`src/rtl/alu_cmd_issuer.sv`:
```
// Command issuer for a 4-bit combinational ALU: a DEPTH-entry command FIFO
// feeding a single result slot with a valid/ready handshake on each side.
module alu_cmd_issuer #(
   parameter int unsigned DEPTH = 4
) (
   input  logic                         clk,
   input  logic                         rst_n,
   input  logic                         cmd_valid,
   output logic                         cmd_ready,
   input  logic [3:0]                   cmd_a,
   input  logic [3:0]                   cmd_b,
   input  logic [2:0]                   cmd_sel,
   output logic [3:0]                   alu_a,
   output logic [3:0]                   alu_b,
   output logic [2:0]                   alu_sel,
   input  logic [3:0]                   alu_out,
   input  logic                         alu_carry,
   output logic                         res_valid,
   input  logic                         res_ready,
   output logic [3:0]                   res_data,
   output logic                         res_carry,
   output logic                         res_zero,
   output logic [2:0]                   res_sel,
   output logic [$clog2(DEPTH+1)-1:0]   count
);

   localparam int unsigned CntW = $clog2(DEPTH + 1);
   localparam int unsigned PtrW = $clog2(DEPTH);

   if (DEPTH != 2 && DEPTH != 4 && DEPTH != 8) begin : g_depth_check
      $error("alu_cmd_issuer: DEPTH must be 2, 4 or 8");
   end

   typedef struct packed {
      logic [3:0] a;
      logic [3:0] b;
      logic [2:0] sel;
   } cmd_t;

   typedef enum logic [0:0] {StEmpty, StFull} slot_state_e;

   cmd_t             mem [DEPTH];
   cmd_t             head;
   logic [PtrW-1:0]  wr_ptr_q, wr_ptr_d;
   logic [PtrW-1:0]  rd_ptr_q, rd_ptr_d;
   logic [CntW-1:0]  count_q, count_d;
   slot_state_e      state_q, state_d;
   logic             fifo_empty, fifo_full;
   logic             push, issue;
   logic             arith_op;

   assign fifo_empty = (count_q == '0);
   assign fifo_full  = (count_q == CntW'(DEPTH));
   assign cmd_ready  = ~fifo_full;
   assign count      = count_q;
   assign head       = mem[rd_ptr_q];

   // Full blocks push even when an issue frees an entry on the same edge.
   assign push  = cmd_valid & ~fifo_full;
   assign issue = ~fifo_empty & ((state_q == StEmpty) | res_ready);

   // Carry is only meaningful for ADD/SUB; other opcodes may leave it stale.
   assign arith_op = (alu_sel[2:1] == 2'b00);

   // FIFO storage; contents are don't-care until written, so no reset needed.
   always_ff @(posedge clk) begin
      if (push) begin
         mem[wr_ptr_q] <= '{a: cmd_a, b: cmd_b, sel: cmd_sel};
      end
   end

   // Pointer and occupancy next-state.
   always_comb begin
      wr_ptr_d = wr_ptr_q;
      rd_ptr_d = rd_ptr_q;
      count_d  = count_q;
      if (push) begin
         wr_ptr_d = (wr_ptr_q == PtrW'(DEPTH - 1)) ? '0 : wr_ptr_q + PtrW'(1);
      end
      if (issue) begin
         rd_ptr_d = (rd_ptr_q == PtrW'(DEPTH - 1)) ? '0 : rd_ptr_q + PtrW'(1);
      end
      unique case ({push, issue})
         2'b10:   count_d = count_q + CntW'(1);
         2'b01:   count_d = count_q - CntW'(1);
         default: count_d = count_q;
      endcase
   end

   // Pointer and occupancy registers.
   always_ff @(posedge clk or negedge rst_n) begin
      if (!rst_n) begin
         wr_ptr_q <= '0;
         rd_ptr_q <= '0;
         count_q  <= '0;
      end else begin
         wr_ptr_q <= wr_ptr_d;
         rd_ptr_q <= rd_ptr_d;
         count_q  <= count_d;
      end
   end

   // ALU operands come straight from the head entry, forced to 0 when empty.
   always_comb begin
      alu_a   = '0;
      alu_b   = '0;
      alu_sel = '0;
      if (!fifo_empty) begin
         alu_a   = head.a;
         alu_b   = head.b;
         alu_sel = head.sel;
      end
   end

   // Result slot state register.
   always_ff @(posedge clk or negedge rst_n) begin
      if (!rst_n) begin
         state_q <= StEmpty;
      end else begin
         state_q <= state_d;
      end
   end

   // Result slot next-state: an issue always fills, a lone accept drains.
   always_comb begin
      state_d = state_q;
      unique case (state_q)
         StEmpty: if (issue) state_d = StFull;
         StFull:  if (!issue && res_ready) state_d = StEmpty;
         default: state_d = StEmpty;
      endcase
   end

   // Result slot outputs.
   always_comb begin
      res_valid = (state_q == StFull);
   end

   // Result fields load on issue and hold their last value otherwise.
   always_ff @(posedge clk or negedge rst_n) begin
      if (!rst_n) begin
         res_data  <= '0;
         res_carry <= 1'b0;
         res_zero  <= 1'b0;
         res_sel   <= '0;
      end else if (issue) begin
         res_data  <= alu_out;
         res_carry <= arith_op & alu_carry;
         res_zero  <= (alu_out == 4'h0);
         res_sel   <= alu_sel;
      end
   end

endmodule

```
`config.mk`:
```
export PLATFORM = sky130hd
export DESIGN_NAME = alu_cmd_issuer
export DESIGN_NICKNAME = d
export VERILOG_FILES = /design/src/rtl/alu_cmd_issuer.sv
export SDC_FILE = /design/constraint.sdc
export NUM_CORES = 1
export LEC_CHECK = 0
export BUFFER_PORTS_ARGS = -buffer_cell sky130_fd_sc_hd__buf_2
export CORE_ASPECT_RATIO = 1.25
export CORE_MARGIN = 2
export CORE_UTILIZATION = 40
export CTS_CLUSTER_SIZE = 16
export DETAILED_ROUTE_END_ITERATION = 8
export MAX_ROUTING_LAYER = met4
export PLACE_DENSITY_LB_ADDON = 0.05
export SETUP_SLACK_MARGIN = 0.3
export SYNTH_ARGS = -nofsm -noshare
export SYNTH_HDL_FRONTEND = slang
export SYNTH_SLANG_ARGS = --single-unit
```
`constraint.sdc`:
```
create_clock -name clk -period 2 [get_ports clk]
set_input_delay 0.4 -clock clk [delete_from_list [all_inputs] [get_ports clk]]
set_output_delay 0.4 -clock clk [all_outputs]
set_load 0.01 [all_outputs]
```
== Word-level counts from Yosys, hierarchy flattened ==
Memory sizes are Yosys's and may differ from the RTL's.
Index checks and enable logic that the tools add are counted.

* Register bits after elaboration: 17
* Memory bits (writable): 44
* Bits of input ports: 20
* Output and inout bits: 25
* Memories kept: 1

* Add/sub/neg operators: 4
* Equal/unequal tests: 5
* Multiplexer cells: 11
* Bitwise operators: 7
* Reductions and logical operators: 6

{| class="wikitable"
|+ Memory list
! name !! words !! bits a word !! rd ports !! clocked after memory_dff !! write ports !! RTL line !! source
|-
| mem || 4 || 11 || 1 || 0 || 1 || 42 || <nowiki>cmd_t mem [DEPTH];</nowiki>
|}

{| class="wikitable"
|+ Operator list
! kind !! number
|-
| 4-bit two-way mux || 2
|-
| 2-bit == test, second input constant || 3
|-
| 3-bit case mux with 2 select lines || 1
|-
| 2-bit by 1-bit adder with 2-bit output, second input constant || 2
|-
| 4-bit logical NOT || 1
|-
| 1-bit two-way mux || 4
|-
| 2-bit two-way mux || 2
|-
| 3-bit by 1-bit adder with 3-bit output, second input constant || 1
|-
| 1-bit AND || 3
|-
| 3-bit == test, second input constant || 1
|-
| 3-bit logical NOT || 1
|-
| 3-bit two-way mux || 1
|-
| 1-bit NOT || 3
|-
| 3-bit by 1-bit subtractor with 3-bit output, second input constant || 1
|-
| 2-bit by 1-bit == test with 1-bit output, second input constant || 1
|-
| 2-bit logical NOT || 1
|-
| 1-bit case mux with 2 select lines || 1
|-
| 2-bit nonzero test || 1
|-
| 1-bit logical AND || 1
|-
| 1-bit logical NOT || 1
|-
| 1-bit bitwise OR || 1
|}

== Longest topological paths before layout ==
* Depth after elaboration: 7
* Depth in mapped cells: 9
* Gate-level depth less buffers: 9

== Least setup slack after synthesis ==
OpenSTA, ideal clock, no wires.

* Kind: register to register
* Start: register count_q[0], in the netlist count[0]
* End: register count_q[2], in the netlist count[2]
* Arrival time: 2.084 ns
* Required time: 1.921 ns
* Setup slack: -0.163 ns
* Cell stages (with the launch flop): 10
* Period minus slack after synthesis: 2.163 ns
* Cells stage by stage: dfrtp_1 or3b_4 and2_4 inv_1 ha_1 inv_1 fa_1 xor2_1 nor2_1 xor2_1

* Cells in the longest elaborated chain, start to end: 5
* Elaborated cells on any way between the ends: 12

{| class="wikitable"
|+ Ends and longest elaborated chain
! element !! RTL line !! source
|-
| start, declared || 46 || <nowiki>logic [CntW-1:0] count_q, count_d;</nowiki>
|-
| start signal, assigned || 99 || <nowiki>count_q <= count_d;</nowiki>
|-
| 3-bit == test * || 53 || <nowiki>assign fifo_full = (count_q == CntW'(DEPTH));</nowiki>
|-
| 1-bit NOT * || -- ||
|-
| net cmd_ready || 9 || <nowiki>output logic cmd_ready,</nowiki>
|-
| 1-bit AND * || 59 || <nowiki>assign push = cmd_valid & ~fifo_full;</nowiki>
|-
| 2-bit by 1-bit == test with 1-bit output or 2-bit == test (tied branches) || 83 || <nowiki>unique case ({push, issue})</nowiki>
|-
| 3-bit case mux with 2 select lines or 2-bit nonzero test (tied branches) || -- ||
|}

Mark *: on every way through the listed nets, which the timed path passes. The rest lies on a longest branch.
A chain may end at the register's enable or synchronous reset.

== Worst setup path after layout ==
* Start: register rd_ptr_q[0]
* End: output port alu_a[3]

* Cells in the longest elaborated chain, start to end: 2

{| class="wikitable"
|+ Ends and longest elaborated chain
! element !! RTL line !! source
|-
| start, declared || 45 || <nowiki>logic [PtrW-1:0] rd_ptr_q, rd_ptr_d;</nowiki>
|-
| start signal, assigned || 98 || <nowiki>rd_ptr_q <= rd_ptr_d;</nowiki>
|-
| memory read 4 x 11 bit || -- ||
|-
| 4-bit two-way mux || 108 || <nowiki>if (!fifo_empty) begin</nowiki>
|-
| end, declared || 13 || <nowiki>output logic [3:0] alu_a,</nowiki>
|}

Every way passes these cells.

==> reports/metrics.csv <==
stage;metric;value;unit
run_status;status;finished with violations;
run_status;failing checks;negative setup slack;
yosys;sequential fraction of the synthesis area;0.685;
critical_path;CP max FO;6;
drt;routed length per instance;16.0;µm
die;Die ar.;0.00703;mm²
global_routing;first-pass GRT wire length;7290;µm
cells_and_area;share of cells above drive strength 1;0.573;
power_and_ir_drop;Peak VDD IR;0.630;mV
critical_path;CP Capture Type;output pin;
drt;Routed WL;4770;µm
clocking;clock sink count;61;
die;Die Wd;75.4;µm
critical_path;Crit Path Category;reg2out;
cells_and_area;fin area;0.00337;mm²
clocking;H-tree depth;3;
drt;drt via density;4.73;
die;Ports;45;
sta;Final setup viols;12;
die;Initial Util;0.414;
cells_and_area;FF+latch area;0.00175;mm²
yosys;Post-Syn Area per Cell;19.2;µm²
cells_and_area;area of the multi-input gates;806;µm²
sta;RSZ-0062 raised after global routing;yes;
critical_path;Startpoint Class;flop;
global_routing;initial antenna violation count;0;
sta;minimum clock period;2.12;ns
cells_and_area;Ant. Diodes;0;
sta;Final Hold Viols;0;
sta;worst-margin pin slew;0.381;ns
cells_and_area;Total Nets Final;236;
yosys;YS warnings;0;
global_routing;largest net degree at the start of global routing;18;
cells_and_area;Area Overhead vs Synth;32.0;%
clocking;total CTS buffers;9;
sta;Slew headroom;0.746;
global_routing;gr usage total;0.153;
place;dpl hpwl;3190;µm
critical_path;WP data required;1.60;ns
yosys;cell area after synthesis;0.00255;mm²
job;Max Cap Violations;0;
drt;Pre-antenna DRT Iters;3;
drt;Post-DRT Antenna Nets;0;
drt;DR iter-0 viols;51;
die;CORE AREA;0.00617;mm²
place;Port Buffers;44;
drt;Vias;1409;
cells_and_area;Fill cells;545;
sta;Setup Skew;0.00402;ns
yosys;syn_nets;160;
power_and_ir_drop;power per cell area;1560;mW/mm²
hold_path;Hold WC Path Type;in2reg;
sta;setup ws final;-0.123;ns
power_and_ir_drop;Design Power;0.00527;W
drt;Residual DRC;0;
sta;Max Slew Vio Count;0;
power_and_ir_drop;P_leak;1.38;nW
yosys;post-synthesis register bit count;61;
sta;Max Clock Freq;0.471;GHz
clocking;worst skew pair latency;0.33;ns
die;num rows;32;
die;Die Ht;93.3;µm
clocking;Worst-path clk slew;0.06;ns
yosys;Netlist cell types;29;
critical_path;Crit path arrival time;1.72;ns
global_routing;grt ovf;0;
global_routing;vias in the first global route;1484;
sta;fin crit share;1.06;
place;Final GP Congestion;0.768;
clocking;TritonCTS clock tree;done;
place;Post-DP Area;0.00298;mm²
clocking;Clock Path Buffers;2;
clocking;Clock Root Buffer;clkbuf_8;
yosys;Gate Count Post-Synth;133;
-- path summary, 6_finish.rpt --
| kind | startpoint | endpoint | slack (ns) | cells after the start |
|---|---|---|---|---|
| min | cmd_a[0] | mem[0][7]$_DFFE_PP_ | 0.28 | 1 |
| max reg2reg | count[0]$_DFFE_PN0P_ | count[2]$_DFFE_PN0P_ | 0 | 9 |
| max | rd_ptr_q[0]$_DFFE_PN0P_ | alu_a[3] | -0.12 | 4 |
| max in group asynchronous | rst_n | count[0]$_DFFE_PN0P_ | 1.17 | 2 |
| min reg2reg | res_carry$_DFFE_PN0P_ | res_carry$_DFFE_PN0P_ | 0.51 | 2 |
| min in group asynchronous | rst_n | res_carry$_DFFE_PN0P_ | 0.52 | 2 |
-- placed cells by master, fill, tap and decap left out, drive strengths merged --
cell          n
buf          68
edfxtp       44
dfrtp        17
mux2         12
mux4         11
nor2b        11
clkbuf       10
inv           7
ha            6
and3          4
nor2          3
clkinv        3
xor2          2
clkinvlp      2
nor3          1
nand2b        1
or3b          1
and2          1
and2b         1
nand2         1
mux2i         1
xnor2         1
nand3b        1
o32ai         1
nor4          1
fa            1
dlygate4sd3   1
-- through the flow --
stage                     hold slack (ns)   util  cells  worst slack (ns)  TNS [ns]
after floorplan                     0.104      -    133           -0.0588   -0.0588
after global placement              0.337  0.484    272            0.0423         0
after detailed placement            0.347  0.484    272           -0.0284   -0.0284
after CTS                           0.260  0.521    293            -0.185     -1.64
after global routing                0.259  0.546    298            -0.214     -1.94
final                               0.281  0.546    298            -0.123    -0.987
-- metal layers --
metal	track usage	vias to the layer above	part of all wire
met5	-	-	0
met4	0.0746	0	0.018
met1	0.183	709	0.44
met2	0.230	42	0.49
li1	-	650	-
met3	0.0517	8	0.052
-- cells in the mapped netlist, drive strengths merged --
master,instances,share of area
and2,1,0.0034
and2b,1,0.0029
and3,4,0.0098
buf,4,0.011
dfrtp,17,0.17
edfxtp,44,0.52
fa,1,0.0079
ha,6,0.029
inv,7,0.010
mux2,12,0.068
mux2i,1,0.0039
mux4,11,0.099
nand2,1,0.0015
nand2b,1,0.0025
nand3b,1,0.0029
nor2,3,0.0044
nor2b,11,0.031
nor3,1,0.0039
nor4,1,0.0025
o32ai,1,0.0064
or3b,1,0.0044
xnor2,1,0.0034
xor2,2,0.0069
-- cell families (layout without fill, tap and decap cells) --
group,Yosys count,count (layout),synth area share
buffers and inverters,11,91,0.0216
flip-flops,61,61,0.685
AND/OR/NAND/NOR,26,26,0.0692
AO/OA/AOI/OAI,1,1,0.00638
multiplexers,24,24,0.170
XOR/XNOR,3,3,0.0103
adder cells (fa/ha/maj),7,7,0.0373
-- sequential cells by signal, summed over array words and instances (netlist names) --
register   flops
res_sel        3
mem           44
res_carry      1
wr_ptr_q       2
res_zero       1
rd_ptr_q       2
count          3
res_valid      1
res_data       4
-- layout make-up --
cell class	count	share of cell area
Sequential cell	61	0.520
Timing Repair Buffer	69	0.155
Tap cell	85	0.0316
Multi-Input combinational cell	61	0.239
Clock inverter	5	0.00855
Inverter	7	0.00781
Clock buffer	10	0.0379
-- repair_timing --
action / CTS / global route
gates resized for setup: 6 / 25
setup buffers: 5 / 5
hold buffers: 1 / 0
endpoints found under the setup margin: 14 / 15
hold endpoints to repair: 17 / 0
pin swaps: 3 / 5
-- report_power, final --
part	switching, W	leakage (nW)	internal, W
Sequential	0.000152	0.601	0.00172
Clock	0.000451	0.0756	0.000433
Combinational	0.00105	0.702	0.00146
Total	0.00165	1.38	0.00361
-- worst max-delay path, cell delays in order (launching register included) --
cell	delay (ns)
dfrtp_2	0.45
buf_6	0.15
mux4_2	0.49
and2b_1	0.19
buf_6	0.12
(Power assumes the default switching activity.)
